**src/rtl/lb_pkg.sv**
```systemverilog
// Shared types and constants for the 3-row line buffer controller.
package lb_pkg;

  localparam int unsigned LB_MAX_W = 64;
  localparam int unsigned LB_SEL_W = 2;

  typedef enum logic [1:0] {
    LB_IDLE   = 2'd0,
    LB_FILL   = 2'd1,
    LB_STREAM = 2'd2,
    LB_FLUSH  = 2'd3
  } lb_state_t;

  // Row-memory roles: top holds row r-2, mid row r-1, bot row r.
  typedef struct packed {
    logic [LB_SEL_W-1:0] top;
    logic [LB_SEL_W-1:0] mid;
    logic [LB_SEL_W-1:0] bot;
  } lb_sels_t;

  localparam lb_sels_t LB_SELS_RST = '{top: 2'd1, mid: 2'd2, bot: 2'd0};

  function automatic lb_sels_t lb_rotate(input lb_sels_t s);
    lb_sels_t r;
    r.top = s.mid;
    r.mid = s.bot;
    r.bot = s.top;
    return r;
  endfunction

  function automatic logic [2:0] lb_onehot(input logic [LB_SEL_W-1:0] idx);
    logic [2:0] oh;
    case (idx)
      2'd0:    oh = 3'b001;
      2'd1:    oh = 3'b010;
      2'd2:    oh = 3'b100;
      default: oh = 3'b000;
    endcase
    return oh;
  endfunction

endpackage

```
**src/rtl/lb_row_rotator.sv**
```systemverilog
// Holds the top/mid/bot row-memory selects; reloads on frame start and
// rotates one step at every row end.
module lb_row_rotator
  import lb_pkg::*;
(
  input  logic     clk,
  input  logic     reset,
  input  logic     i_init,
  input  logic     i_rotate,
  output lb_sels_t o_sels,
  output lb_sels_t o_sels_nxt_c
);

  lb_sels_t r_sels;

  always_comb begin : p_next
    o_sels_nxt_c = r_sels;
    if (i_init) begin
      o_sels_nxt_c = LB_SELS_RST;
    end else if (i_rotate) begin
      o_sels_nxt_c = lb_rotate(r_sels);
    end
  end

  always_ff @(posedge clk or posedge reset) begin : p_reg
    if (reset) begin
      r_sels <= LB_SELS_RST;
    end else begin
      r_sels <= o_sels_nxt_c;
    end
  end

  assign o_sels = r_sels;

endmodule

```
**src/rtl/line_buffer_ctrl.sv**
```systemverilog
// Raster-stream sequencer for a 3-row line buffer: write steering, row rotation
// and 3x3 window flagging. Optional stall counter enabled by LB_CTRL_PERF_EN.
module line_buffer_ctrl
  import lb_pkg::*;
#(
  parameter int unsigned int_bits = 20,
  parameter int unsigned MAX_W    = LB_MAX_W,
  parameter int unsigned CW       = $clog2(MAX_W),
  parameter int unsigned RW       = 12
) (
  input  logic          clk,
  input  logic          reset,
  input  logic          start,
  input  logic [CW:0]   img_w,
  input  logic [RW-1:0] img_h,
  input  logic          pix_valid,
  output logic          pix_ready,
  output logic [2:0]    wr_en,
  output logic [CW-1:0] addr,
  output logic [1:0]    top_sel,
  output logic [1:0]    mid_sel,
  output logic [1:0]    bot_sel,
  output logic          win_valid,
  input  logic          win_ready,
  output logic [CW-1:0] win_col,
  output logic          busy,
  output logic          done,
`ifdef LB_CTRL_PERF_EN
  output logic [31:0]   stall_cnt,
`endif
  output logic          err
);

  // Pixel width only matters to the datapath; reject a meaningless setting early.
  generate
    if (int_bits == 0) begin : g_bad_int_bits
      $error("line_buffer_ctrl: int_bits must be non-zero");
    end
  endgenerate

  lb_state_t     r_state;
  lb_state_t     w_state_nxt;

  logic [CW-1:0] r_col;
  logic [RW-1:0] r_row;
  logic [CW:0]   r_img_w;
  logic [RW-1:0] r_img_h;

  logic          r_win_valid;
  logic [CW-1:0] r_win_col;
  lb_sels_t      r_sels_out;
  logic          r_busy;
  logic          r_done;
  logic          r_err;

  logic          w_dims_ok;
  logic          w_start_ok;
  logic          w_start_bad;
  logic          w_pix_ready;
  logic          w_flush_done;
  logic          w_accept;
  logic          w_last_col;
  logic          w_last_row;
  logic          w_row_end;
  logic          w_win_sched;
  logic          w_win_hold;
  lb_sels_t      w_sels;
  lb_sels_t      w_sels_nxt;

  assign w_dims_ok  = (img_w >= (CW+1)'(3)) && (img_w <= (CW+1)'(MAX_W)) &&
                      (img_h >= RW'(3));
  assign w_last_col = ((CW+1)'(r_col) == (r_img_w - (CW+1)'(1)));
  assign w_last_row = (r_row == (r_img_h - RW'(1)));
  assign w_win_hold = r_win_valid & ~win_ready;
  assign w_accept   = pix_valid & w_pix_ready;
  assign w_row_end  = w_accept & w_last_col;
  assign w_win_sched = w_accept && (r_state == LB_STREAM) && (r_col >= CW'(2));

  always_ff @(posedge clk or posedge reset) begin : p_state_reg
    if (reset) begin
      r_state <= LB_IDLE;
    end else begin
      r_state <= w_state_nxt;
    end
  end

  always_comb begin : p_state_nxt
    w_state_nxt = r_state;
    case (r_state)
      LB_IDLE:   if (w_start_ok) w_state_nxt = LB_FILL;
      LB_FILL:   if (w_row_end && (r_row == RW'(1))) w_state_nxt = LB_STREAM;
      LB_STREAM: if (w_row_end && w_last_row) w_state_nxt = LB_FLUSH;
      LB_FLUSH:  if (w_flush_done) w_state_nxt = LB_IDLE;
      default:   w_state_nxt = LB_IDLE;
    endcase
  end

  // Flush may finish in the same cycle the last window is consumed.
  always_comb begin : p_state_out
    w_pix_ready  = 1'b0;
    w_flush_done = 1'b0;
    w_start_ok   = 1'b0;
    w_start_bad  = 1'b0;
    case (r_state)
      LB_IDLE: begin
        w_start_ok  = start & w_dims_ok;
        w_start_bad = start & ~w_dims_ok;
      end
      LB_FILL, LB_STREAM: w_pix_ready = ~w_win_hold;
      LB_FLUSH:           w_flush_done = ~r_win_valid | win_ready;
      default: ;
    endcase
  end

  always_ff @(posedge clk or posedge reset) begin : p_counters
    if (reset) begin
      r_col   <= '0;
      r_row   <= '0;
      r_img_w <= '0;
      r_img_h <= '0;
    end else if (w_start_ok) begin
      r_col   <= '0;
      r_row   <= '0;
      r_img_w <= img_w;
      r_img_h <= img_h;
    end else if (w_accept) begin
      if (w_last_col) begin
        r_col <= '0;
        r_row <= r_row + RW'(1);
      end else begin
        r_col <= r_col + CW'(1);
      end
    end
  end

  lb_row_rotator u_rotator (
    .clk          (clk),
    .reset        (reset),
    .i_init       (w_start_ok),
    .i_rotate     (w_row_end),
    .o_sels       (w_sels),
    .o_sels_nxt_c (w_sels_nxt)
  );

  // Window register keeps the pre-rotation sels of the window it flags.
  always_ff @(posedge clk or posedge reset) begin : p_window
    if (reset) begin
      r_win_valid <= 1'b0;
      r_win_col   <= '0;
      r_sels_out  <= LB_SELS_RST;
    end else begin
      if (w_win_sched) begin
        r_win_valid <= 1'b1;
        r_win_col   <= r_col;
      end else if (win_ready) begin
        r_win_valid <= 1'b0;
      end
      if (!w_win_hold) begin
        r_sels_out <= w_win_sched ? w_sels : w_sels_nxt;
      end
    end
  end

  always_ff @(posedge clk or posedge reset) begin : p_status
    if (reset) begin
      r_busy <= 1'b0;
      r_done <= 1'b0;
      r_err  <= 1'b0;
    end else begin
      if (w_start_ok) begin
        r_busy <= 1'b1;
      end else if (r_done) begin
        r_busy <= 1'b0;
      end
      r_done <= w_flush_done;
      r_err  <= w_start_bad;
    end
  end

`ifdef LB_CTRL_PERF_EN
  logic [31:0] r_stall_cnt;

  always_ff @(posedge clk or posedge reset) begin : p_stall_cnt
    if (reset) begin
      r_stall_cnt <= '0;
    end else if ((r_state == LB_IDLE) && start) begin
      r_stall_cnt <= '0;
    end else if (r_busy && pix_valid && !w_pix_ready && (r_stall_cnt != '1)) begin
      r_stall_cnt <= r_stall_cnt + 32'(1);
    end
  end

  assign stall_cnt = r_stall_cnt;
`endif

  assign pix_ready = w_pix_ready;
  assign wr_en     = w_accept ? lb_onehot(w_sels.bot) : 3'b000;
  assign addr      = r_col;
  assign top_sel   = r_sels_out.top;
  assign mid_sel   = r_sels_out.mid;
  assign bot_sel   = r_sels_out.bot;
  assign win_valid = r_win_valid;
  assign win_col   = r_win_col;
  assign busy      = r_busy;
  assign done      = r_done;
  assign err       = r_err;

endmodule
```
**config.mk**
```make
export PLATFORM = sky130hd
export DESIGN_NAME = line_buffer_ctrl
export DESIGN_NICKNAME = d
export VERILOG_FILES = /design/src/rtl/lb_pkg.sv /design/src/rtl/lb_row_rotator.sv /design/src/rtl/line_buffer_ctrl.sv
export SDC_FILE = /design/constraint.sdc
export NUM_CORES = 1
export LEC_CHECK = 0
export ABC_CLOCK_PERIOD_IN_PS = 5700
export CAP_MARGIN = 25
export CORE_ASPECT_RATIO = 0.6
export CORE_UTILIZATION = 41
export CTS_CLUSTER_DIAMETER = 200
export CTS_CLUSTER_SIZE = 30
export DETAILED_ROUTE_END_ITERATION = 8
export GPL_ROUTABILITY_DRIVEN = 0
export PLACE_DENSITY = 0.75
export SYNTH_ARGS = -nofsm -noshare
export SYNTH_HDL_FRONTEND = slang
export SYNTH_SLANG_ARGS = --single-unit
```
**constraint.sdc**
```tcl
create_clock -name clk -period 5.7 [get_ports clk]
set_clock_uncertainty 0.15 [all_clocks]
set_input_delay 0.855 -clock clk [delete_from_list [all_inputs] [get_ports clk]]
set_output_delay 0.855 -clock clk [all_outputs]
set_load 0.05 [all_outputs]
```
==> Word level (Yosys, flattened, before mapping) <==
Index checks and enable logic that the tools add are counted.
{ "classes": {"muxes": 24, "n_reduce_logical": 15, "n_eq_ne": 12, "n_bitwise": 10, "add_sub_neg": 4, "magnitude_cmp": 4} }
{ "ops": {"columns": ["op", "n"], "rows": [
  ["2-to-1 mux 12 bit", 3],
  ["2-to-1 mux 6 bit", 6],
  ["adder 12 x 1 -> 12 bit (second input constant)", 1],
  ["== test 12 x 1 -> 1 bit (second input constant)", 1],
  ["== test 12 bit", 1],
  [">= comparator 12 x 2 -> 1 bit (second input constant)", 1],
  ["subtractor 12 x 1 -> 12 bit (second input constant)", 1],
  ["one-hot mux 3 bit (3 select lines)", 1],
  ["2-to-1 mux 1 bit", 8],
  ["2-to-1 mux 2 bit", 4],
  ["one-hot mux 2 bit (4 select lines)", 1],
  ["nonzero test 2 bit", 4],
  ["== test 6 x 7 -> 1 bit", 1],
  [">= comparator 7 x 2 -> 1 bit (second input constant)", 1],
  ["<= comparator 7 bit (second input constant)", 1],
  ["subtractor 7 x 1 -> 7 bit (second input constant)", 1],
  ["adder 6 x 1 -> 6 bit (second input constant)", 1],
  ["== test 2 bit (second input constant)", 3],
  [">= comparator 6 x 2 -> 1 bit (second input constant)", 1],
  ["logical AND 1 bit", 6],
  ["AND 1 bit", 5],
  ["== test 2 x 1 -> 1 bit (second input constant)", 2],
  ["logical NOT 2 bit", 2],
  ["inequality test 2 x 1 -> 1 bit (second input constant)", 2],
  ["other kinds (7)", 11]
]} }
{ "totals": {"input_bits": 24, "reg_bits": 61, "output_inout_bits": 26} }

==> Depth between registers and ports, before layout <==
Gate-level depths: netlist (run 1).
{ "logic_depth": {"ltp_word": 9, "depth_mapped": 11, "mapped_depth_nobuf": 9} }

==> Hierarchy <==
Synthesis (run 1) repeated with hierarchy kept, for this count alone.
{ "unflattened": {"cells_unflattened": 373, "hier_area_um2": 3499.6} }
{ "by_module_without_submodules": {"columns": ["mod", "seq_area_each_um2", "area_each_um2", "n_inst", "cells_per_inst"], "rows": [
  ["line_buffer_ctrl", 1378.8, 3246.9, 1, 353],
  ["lb_row_rotator", 152.6, 252.7, 1, 20]
]} }

==> Worst setup path before layout (run 1) <==
No wires, ideal clock.
{ "synth_timing": {"path_kind": "input-to-output", "from": "in win_ready", "to": "out wr_en[0]", "setup_slack_ns": 2.120, "cell_stages": 5, "t_arrival_ns": 2.575, "path_cell_list": "nand2b_1 > clkbuf_1 > nand3_1 > clkbuf_1 > nor3_1"} }
{ "synth_between": {"elab_chain_len": 6} }
{ "synth_lines": {"columns": ["element", "line", "source"], "rows": [
  ["start, declared", "line_buffer_ctrl.sv:24", "input logic win_ready,"],
  ["inverter 1 bit", "line_buffer_ctrl.sv:74", "assign w_win_hold = r_win_valid & ~win_ready;"],
  ["AND 1 bit", "line_buffer_ctrl.sv:74", null],
  ["inverter 1 bit", "line_buffer_ctrl.sv:109", "LB_FILL, LB_STREAM: w_pix_ready = ~w_win_hold;"],
  ["2-to-1 mux 1 bit", "line_buffer_ctrl.sv:104", "case (r_state)"],
  ["AND 1 bit", "line_buffer_ctrl.sv:75", "assign w_accept = pix_valid & w_pix_ready;"],
  ["2-to-1 mux 3 bit", "line_buffer_ctrl.sv:197", "assign wr_en = w_accept ? lb_onehot(w_sels.bot) : 3'b000;"],
  ["end, declared", "line_buffer_ctrl.sv:18", "output logic [2:0] wr_en,"]
]} }
Every way passes these cells.

==> Worst setup path after layout (run 1) <==
Ends and elaborated chain as after synthesis.

==> impl_results.md, run 1 <==
* Status: finished clean
* Seq cells post-synth at 61
* Syn. warnings at 0
* Fin. max-slew vios at 0
* Final ANT Viol Nets at 0
* Filler cells at around 740
* Mapped Area at 3520 µm²
* Clock buffer depth at 2
* Arrival time at the worst endpoint at around 3.1 ns
* DR pass1 iterations at 5
* Initial antenna violation count at 0
* Hold Buf Count CTS at 0
* CTS H-tree lvls at 3
* Min cycle time layout at 4.07 ns
* Layout cells sized above 1 at 0.0926
* Tightest Pin Transition at slightly below 0.8 ns
* Worst vdd rail ir drop at around 0.27 mV
* Hold Path Depth at 1
* Root buf cell: clkbuf_16
* Final nets at 472
* Vias in the first global route at just under 3,000
* Post-Place Cells at 535
* Critical Path RT at 4.70 ns
* Area delta synth->final at 24.6%
* Final Hold Violating Endpoints at 0
* Seq. cell area at approximately 1500 µm²
* Unrepaired setup endpoints after global routing: false
* Final WL at between 8 and 9 mm
* Avg WL per Cell at 15.3 µm
* DR iter-0 viols at 218
* DR DRC count at 0
* Post-synthesis cell count at 394
* All-Layer GR Usage at 0.214
* Critical Path End Type: primary output
* Post-Syn Nets at 428
* CTS tree: yes
* Final setup violation count at 0
* Worst Hold Launch: done
* Rel. slew slack at 0.468
* # IOs at 50
* FMAX at 0.246 GHz
* Worst path slowest cell: clkdlybuf4s50_1
* Post-CTS sizing at 0
* Reg2Reg Setup Slack at roughly 2.3 ns
* Num CTS Buffers at 9
* CP startpoint kind: input port
* Most used cell, CP: clkdlybuf4s50_1
* Worst setup path category: in2out
* Pwr Density at 548 nW/µm²
* Setup Fix Bufs, Post-CTS at 0
* Hpwl dp at 6.14 mm
* Vias per cell at 5.56
* Syn_area_per_cell at 8.93 µm²
* Starting Density at 0.434
* Die W at 122 µm
* Sink Count at 61
* DIE AREA at 8970 µm²
* R2R cell count at 9
* Worst path cell trace: clkdlybuf4s50_1, nand2b_1, nand3_1, nor3_1, clkdlybuf4s50_1
* Fin Setup TNS at 0 ns
* HP Class: reg2reg
* Reg2Reg Launch Point: r_img_w[0]
* Total number of vias at 3,061
* Area leader, netlist: dfrtp_1
* Tcrit/Tclk final at 0.714
* Max Cap Viol at 0
* Critical Path Fanout Max at 12
* Final Non-Filler Cells at 551
* Synth area leaders: dfrtp_1 41%, nand2_1 7.4%, xnor2_1 6.5%, nor2_1 3.7%, ha_1 3.6%
* Top FF cell, synth: dfrtp_1
* First-pass GRT wire length at 14.4 mm
* Post-synth EDFFs at 0
* WHS Endpoint: busy
* Die Y at 73.8 µm
* FF-to-FF End: mid_sel[1]
* Area of the multi-input gates at 1840 µm²
* Pin count of the biggest net entering global routing at 62
* # diodes at 0
* Clock transition at the registers of the reported paths at 0.05 ns
* I/O Buffers at 49
* Synth top area share at 0.405
* Synth cell types at 58
* Standard-cell rows at 25
* Leak Pwr at 1.90 nW
* FFs w/ async S/R, synth at 1.00
* Max incr delay on CP at 0.84 ns
* Seq/Total Area, Yosys at 0.435
* CORE AREA at just over 8000 µm²
* Clock Latency Late Sink at between 0.3 and 0.4 ns
* Total gr overflow at 0
==> worst max-delay path, delay by kind of cell <==
| kind | cells | cell delay [ns] |
|---|---|---|
| AND/OR/NAND/NOR | 3 | 0.90 |
| buffers and inverters | 2 | 1.31 |
==> final cells by class <==
class                           count  area share
Timing Repair Buffer               51       0.115
Sequential cell                    61       0.349
Clock buffer                       16      0.0665
Multi-Input combinational cell    295       0.421
Tap cell                          108      0.0308
Inverter                           20      0.0171
==> report_power, final <==
group,internal [mW],total (mW),switching (mW),leakage (nW)
Clock,0.342,0.524,0.182,0.143
Sequential,0.584,0.764,0.181,0.794
Combinational,0.458,1.11,0.655,0.961
Total,1.38,2.40,1.02,1.90
==> stage by stage <==
| step | hold slack, ns | instance area (µm²) | power (mW) | setup WS [ns] | util |
|---|---|---|---|---|---|
| 2_1_floorplan | 0.317 | 3520 | 1.56 | 2.12 | - |
| 3_3_place_gp | 0.281 | 4090 | 1.84 | 1.68 | 0.505 |
| 3_5_place_dp | 0.303 | 4090 | 1.88 | 1.64 | 0.505 |
| 4_1_cts | 0.311 | 4380 | 2.41 | 1.64 | 0.541 |
| 5_1_grt | 0.347 | 4380 | 2.56 | 1.41 | 0.541 |
| 6_report | 0.310 | 4380 | 2.40 | 1.63 | 0.541 |
==> Yosys cell counts (2+ instances only) <==
library cell and instances:
a211oi_1 3, a21o_1 3, a21oi_1 12, a221oi_1 6
and2_1 4, and3_1 4, and3b_1 2, buf_2 2
clkbuf_1 15, dfrtp_1 57, dfstp_2 4, ha_1 10
inv_1 20, mux2_2 6, nand2_1 69, nand2b_1 2
nand3_1 9, nand3b_1 4, nand4_1 6, nor2_1 35
nor2b_1 7, nor3_1 13, nor3b_1 2, nor4_1 12
nor4b_1 2, o211ai_1 3, o21a_1 3, o21ai_0 16
or2_2 4, or3_1 3, xnor2_1 26, xor2_1 4
==> sequential cells by signal, indices dropped and copies added (netlist names), 6 cells and up <==
register and cells:
r_img_h 12, addr 6, u_rotator.o_sels 6, win_col 6, r_img_w 7, r_row 12
==> routing by layer <==
layer | track usage | up-vias | share of wire
li1 | - | 1451 | -
met1 | 0.304 | 1469 | 0.50
met2 | 0.303 | 123 | 0.41
met3 | 0.0528 | 18 | 0.072
met4 | 0.104 | 0 | 0.019
met5 | 0 | - | 0
==> worst max path at each step <==
| stage | startpoint | to | slack (ns) | cells after the start |
|---|---|---|---|---|
| 3_3_place_gp | win_ready | wr_en[0] | 1.68 | 5 |
| 4_1_cts | win_ready | wr_en[2] | 1.64 | 5 |
| 2_1_floorplan | win_ready | wr_en[0] | 2.12 | 5 |
| 5_1_grt | win_ready | wr_en[2] | 1.41 | 5 |
| 6_report | win_ready | wr_en[0] | 1.63 | 5 |
| 3_5_place_dp | win_ready | wr_en[2] | 1.64 | 5 |
==> cells in the final DEF (no fill, tap or decap), types with 4 or more instances in the layout <==
cell / instances
a21oi_1: 12
a221oi_1: 6
and2_1: 4
and3_1: 4
clkbuf_16: 9
clkbuf_8: 4
clkdlybuf4s50_1: 49
dfrtp_1: 57
dfstp_2: 4
ha_1: 10
inv_1: 19
mux2_2: 6
nand2_1: 69
nand3_1: 9
nand3b_1: 4
nand4_1: 6
nor2_1: 34
nor2b_1: 7
nor3_1: 13
nor4_1: 12
o21ai_0: 16
or2_2: 4
xnor2_1: 26
xor2_1: 4
==> logic make-up (layout without fill, tap and decap cells) <==
| kind of cell | count (synthesis) | count (layout) | synth area share |
|---|---|---|---|
| and+or+nand+nor | 183 | 183 | 0.255 |
| xor gates and xnor gates | 31 | 31 | 0.0811 |
| AOI/OAI and AO/OA | 64 | 64 | 0.129 |
| adders and majority gates | 10 | 10 | 0.0356 |
| muxes | 7 | 7 | 0.0235 |
| DFF | 61 | 61 | 0.435 |
| buffers and inverters | 38 | 87 | 0.0412 |
No activity file was read; power rests on OpenSTA's default activity.
==> run 2, diff against run 1 <==
- ABC_CLOCK_PERIOD_IN_PS: 5700 -> 3500
- PLACE_DENSITY: 0.75 -> 0.77
- clock period: 5.7 -> 3.5 ns (I/O delays scaled with it)
==> impl_results.md, run 2 (same netlist as run 1, synthesis figures left out) <==
* Vias in the first global route at 3,033 (+3.8%)
* Standard-cell rows at 25 (unchanged)
* Arrival time at the worst endpoint at 3.11 ns (+0.05 ns)
* P_sw at 1.70 mW (+67%)
* CP startpoint kind: flop
* Num CTS Buffers at 9 (unchanged)
* Combinational share of power at 0.466 (+0.003)
* Rel. slew slack at 0.536 (+0.0682)
* CORE AREA at 8100 µm² (unchanged)
* Hold Buf Count CTS at 0 (unchanged)
* First-pass GRT wire length at 14.8 mm (+3.0%)
* Layout Utilization at 0.553 (+0.0119)
* Leak Pwr at 1.96 nW (+3.2%)
* Avg WL per Cell at 15.9 µm (+4.1%)
* # IOs at 50 (unchanged)
* Worst Setup SP: r_img_w[0]
* Reg2Reg Launch Point: r_img_w[0]
* Sequential Power Share at 0.301 (-0.017)
* Final setup violation count at 0 (unchanged)
* Final WL at 8.90 mm (+5.4%)
* Seq. cell area at 1530 µm² (unchanged)
* Clock buffer depth at 2 (unchanged)
* Critical Path End Type: flop
* Layout cells sized above 1 at 0.118 (+0.0252)
* CTS tree: yes
* Fin. max-slew vios at 0 (unchanged)
* DIE AREA at 8970 µm² (unchanged)
* DR DRC count at 0 (unchanged)
* DR iter-0 viols at 238 (+9.2%)
* Final ANT Viol Nets at 0 (unchanged)
* Critical Path RT at 3.54 ns (-1.16 ns)
* Vias per cell at 5.66 (+1.8%)
* Area delta synth->final at 27.3%
* Hpwl dp at 6.36 mm (+3.5%)
* Clock transition at the registers of the reported paths at 0.05 ns (about the same)
* Fin Setup TNS at 0 ns (unchanged)
* I/O Buffers at 49 (unchanged)
* Unrepaired setup endpoints after global routing: false
* Initial antenna violation count at 0 (unchanged)
* FMAX at 0.326 GHz
* # diodes at 0 (unchanged)
* Total gr overflow at 0 (unchanged)
* Tightest Pin Transition at 0.690 ns (-0.105 ns)
* HP Class: in2async
* CTS H-tree lvls at 3 (unchanged)
* Status: finished clean
* Tcrit/Tclk final at 0.876
* Starting Density at 0.434 (unchanged)
* Commonest non-fill, non-tap cell in the layout: nand2_1
* Final nets at 479 (+1.5%)
* Root buf cell: clkbuf_16
* Post-CTS sizing at 0 (unchanged)
* Max Cap Viol at 0 (unchanged)
* Clock network power share at 0.233 (+0.015)
* Setup Fix Bufs, Post-CTS at 0 (unchanged)
* Critical Path Fanout Max at 8 (-4)
* Die Y at 73.8 µm (unchanged)
* Total number of vias at 3,157 (+3.1%)
* Pwr Density at 911 nW/µm² (+66%)
* Worst setup path category: reg2reg
* All-Layer GR Usage at 0.217 (+0.00321)
* Commonest cells after routing, fill and taps aside: 69 x nand2_1, 57 x dfrtp_1, 46 x clkdlybuf4s50_1
* DR pass1 iterations at 5 (unchanged)
* Min cycle time layout at 3.07 ns
* Switch share at 0.418 (-0.00644)
* Sink Count at 61 (unchanged)
* Worst vdd rail ir drop at 0.379 mV (+43%)
* Pin count of the biggest net entering global routing at 46 (-26%)
* Die W at 122 µm (unchanged)
* Largest registers: r_img_h x12, r_row x12, r_img_w x7
* Area of the multi-input gates at 1840 µm² (unchanged)
* Clock Latency Late Sink at 0.33 ns (about the same)
* Int Pwr at 2.38 mW (+72%)
* Final Hold Violating Endpoints at 0 (unchanged)
* Filler cells at 714 (-3.9%)
[run 2: worst paths after layout]
| check | to | slack (ns) | cells past startpoint |
|---|---|---|---|
| max | r_row[9] | 0.43 | 9 |
| min | done | 0.24 | 2 |
| max reg2reg | r_row[9] | 0.43 | 9 |
| min reg2reg | busy | 0.32 | 1 |
| max in group asynchronous | u_rotator.o_sels[3] | 2.29 | 3 |
| min in group clk | busy | 0.32 | 1 |
[run 2: per-stage QoR]
stage	hold slack [ns]	setup slack [ns]	total power [mW]	instances	instance area [µm²]
6_report	0.238	0.432	4.08	558	4480
5_1_grt	0.247	0.231	4.33	558	4480
3_3_place_gp	0.287	0.536	3.04	542	4160
4_1_cts	0.235	0.424	4.09	558	4480
3_5_place_dp	0.311	0.457	3.11	542	4160
2_1_floorplan	0.317	0.497	2.54	394	3520
[run 2: power groups by stage]
stage	Sequential (mW)	Clock, mW	Combinational, mW
final	1.23	0.952	1.90
after floorplan	1.45	0	1.09
after CTS	1.23	0.968	1.89
after global placement	1.22	0	1.83
after detailed placement	1.23	0	1.88
after global routing	1.27	0.995	2.06
[run 2: worst max-delay path, stage by stage (launching register included)]
cell	delay [ns]
dfrtp_1	0.45
inv_1	0.09
ha_1	0.29
nor3b_1	0.19
or4b_4	0.56
a31oi_2	0.23
o211ai_2	0.23
nor4_1	0.49
xnor2_1	0.19
nor2_1	0.06
[run 2: area by class of cell]
cell class,instances,area share
well taps,108,0.0302
clock inverters,5,0.0168
inverters,20,0.0168
repair buffers,58,0.128
clock buffers,11,0.0542
flip-flops and latches,61,0.342
multi-input cells,295,0.412
[run 2: layer usage]
| layer | up-vias | track usage | wire length [µm] |
|---|---|---|---|
| li1 | 1467 | - | - |
| met1 | 1543 | 0.300 | 4220 |
| met5 | - | 0 | 0 |
| met2 | 128 | 0.326 | 3910 |
| met4 | 0 | 0.0823 | 167 |
| met3 | 19 | 0.0567 | 602 |
==> run 3, diff against run 2 <==
- REMOVE_ABC_BUFFERS: unset -> 1
- SETUP_SLACK_MARGIN: unset -> 0.5
==> impl_results.md, run 3 (same netlist as run 1, synthesis figures left out) <==
* Status: finished clean
* Final WL at 8.71 mm (-2.2%)
* Pwr Density at 889 nW/µm² (-2.4%)
* Critical Path Fanout Max at 8 (unchanged)
* CTS H-tree lvls at 3 (unchanged)
* Root buf cell: clkbuf_16
* Num CTS Buffers at 9 (unchanged)
* Die W at 122 µm (unchanged)
* Worst setup path category: reg2reg
* Critical Path End Type: flop
* CP Buf/Inv Count at 1 (unchanged)
* Critical Path RT at 3.57 ns (+0.03 ns)
* Leak Pwr at 1.94 nW (-0.89%)
* Sink Count at 61 (unchanged)
* Worst path slowest cell: or4b_4
* Dpl ws at 0.381 ns (-0.0758 ns)
* Clock transition at the registers of the reported paths at 0.05 ns (about the same)
* Max incr delay on CP at 0.59 ns (+0.03 ns)
* Worst Setup SP: r_img_w[0]
* Met2 Use GR at 0.291 (-0.0354)
* First-pass GRT wire length at 14.1 mm (-5.2%)
* Clock buffer depth at 2 (unchanged)
* # diodes at 0 (unchanged)
* Final setup violation count at 0 (unchanged)
* Rel. slew slack at 0.522 (-0.0139)
* DR DRC count at 0 (unchanged)
* I/O Buffers at 49 (unchanged)
* DR iter-0 viols at 216 (-9.2%)
* Reg2Reg Launch Point: r_img_w[0]
* Final ANT Viol Nets at 0 (unchanged)
* Final Hold Violating Endpoints at 0 (unchanged)
* DIE AREA at 8970 µm² (unchanged)
* Vias per cell at 5.40 (-4.6%)
* Die Y at 73.8 µm (unchanged)
* Hpwl dp at 6.24 mm (-2.0%)
* Final nets at 477 (-0.42%)
* DR pass1 iterations at 5 (unchanged)
* Clock Latency Late Sink at 0.33 ns (about the same)
* Fin. max-slew vios at 0 (unchanged)
* Avg WL per Cell at 15.7 µm (-1.8%)
* CP startpoint kind: flop
* Final WS setup at 0.572 ns (+0.139 ns)
* CP top delay family: simple AND/OR/NAND/NOR gates
* Met1 usage at 0.301 (+0.00122)
* Filler cells at 725 (+1.5%)
* Tcrit/Tclk final at 0.837 (-0.0398)
* Worst path cell trace: inv_1, ha_2, nor3b_1, or4b_4, a311oi_4, o21ai_4, nor4_2, o21ai_1, mux2_4
* Fin Setup TNS at 0 ns (unchanged)
* Starting Density at 0.434 (unchanged)
* All-Layer GR Usage at 0.209 (-0.00823)
* CTS tree: yes
* Largest registers: r_img_h x12, r_row x12, r_img_w x7
* Layout Utilization at 0.554 (+0.00154)
* # IOs at 50 (unchanged)
* CORE AREA at 8100 µm² (unchanged)
* Total power at 3.99 mW (-2.1%)
* HP Class: reg2reg
* Commonest non-fill, non-tap cell in the layout: nand2_1
* Layout cells sized above 1 at 0.123 (+0.00499)
* Total number of vias at 3,002 (-4.9%)
* Initial antenna violation count at 0 (unchanged)
* Max Cap Viol at 0 (unchanged)
* Standard-cell rows at 25 (unchanged)
* GR peak layer: met1
* Unrepaired setup endpoints after global routing: true
* Worst Hold Launch: done
* Tightest Pin Transition at 0.709 ns (+0.0186 ns)
* Pin count of the biggest net entering global routing at 46 (unchanged)
* Min cycle time layout at 2.93 ns (-0.139 ns)
* Total gr overflow at 0 (unchanged)
* GR Layer Usage met3 at 0.0668 (+0.0101)
* Area delta synth->final at 27.7%
* Worst vdd rail ir drop at 0.550 mV (+45%)
* Arrival time at the worst endpoint at 3.00 ns (-0.11 ns)
* FMAX at 0.341 GHz (+4.8%)
* Vias in the first global route at 2,830 (-6.7%)
* Commonest cells after routing, fill and taps aside: 69 x nand2_1, 55 x dfrtp_1, 45 x clkdlybuf4s50_1
run 3: cell count changes in the layout (fill, tap and decap cells not counted), sizes merged:
cell           delta
clkdlybuf4s50     -1
clkinv            -1
buf               -2
clkbuf            +3
bufinv            -2
dlymetal6s2s      +1
run 3: where the power goes:
part	internal, mW	switching, mW
combinational	0.794	1.12
sequential	0.952	0.303
clock	0.515	0.304
total	2.26	1.73
run 3: cell type report:
class | count | area [µm²] | share of cell area
timing repair buffer | 56 | 576 | 0.128
sequential | 61 | 1530 | 0.342
multi-input combinational | 295 | 1900 | 0.423
tap | 108 | 135 | 0.0301
clock buffer | 14 | 264 | 0.0588
clock inverter | 2 | 10.0 | 0.00223
inverter | 20 | 75.1 | 0.0167
run 3: routing by layer:
metal | vias to the layer above | share of wire
met2 | 102 | 0.43
met4 | 0 | 0.015
met1 | 1421 | 0.47
met3 | 14 | 0.084
li1 | 1465 | -
met5 | - | 0
run 3: worst paths after layout:
check	endpoint	slack (ns)	cells after the start
setup / recovery	r_state[1]	0.57	9
hold / removal	busy	0.30	1
setup reg to reg	r_state[1]	0.57	9
hold reg to reg	busy	0.30	1
max in group asynchronous	mid_sel[1]	2.05	3
min in group asynchronous	r_img_h[7]	0.47	2
run 3: timing repair:
| action | CTS | global route |
|---|---|---|
| setup buffers | 0 | 1 |
| hold buffers | 0 | 0 |
| gates resized for setup | 3 | 8 |
| pin swaps | 0 | 2 |
| endpoints found under the setup margin | 9 | 19 |
run 3: metrics by stage:
stage	cells	instance area, µm²	hold WS, ns
2_1_floorplan	376	3450	0.317
6_report	556	4490	0.296
3_5_place_dp	539	4150	0.297
5_1_grt	556	4490	0.328
4_1_cts	555	4440	0.305
3_3_place_gp	539	4150	0.294
run 3: worst reg2reg max path, cell delays in order (launching register included):
cell	delay, ns
dfrtp_2	0.42
inv_1	0.08
ha_2	0.24
nor3b_1	0.17
or4b_4	0.59
a311oi_4	0.29
o21ai_4	0.15
nor4_2	0.29
o21ai_1	0.13
mux2_4	0.31
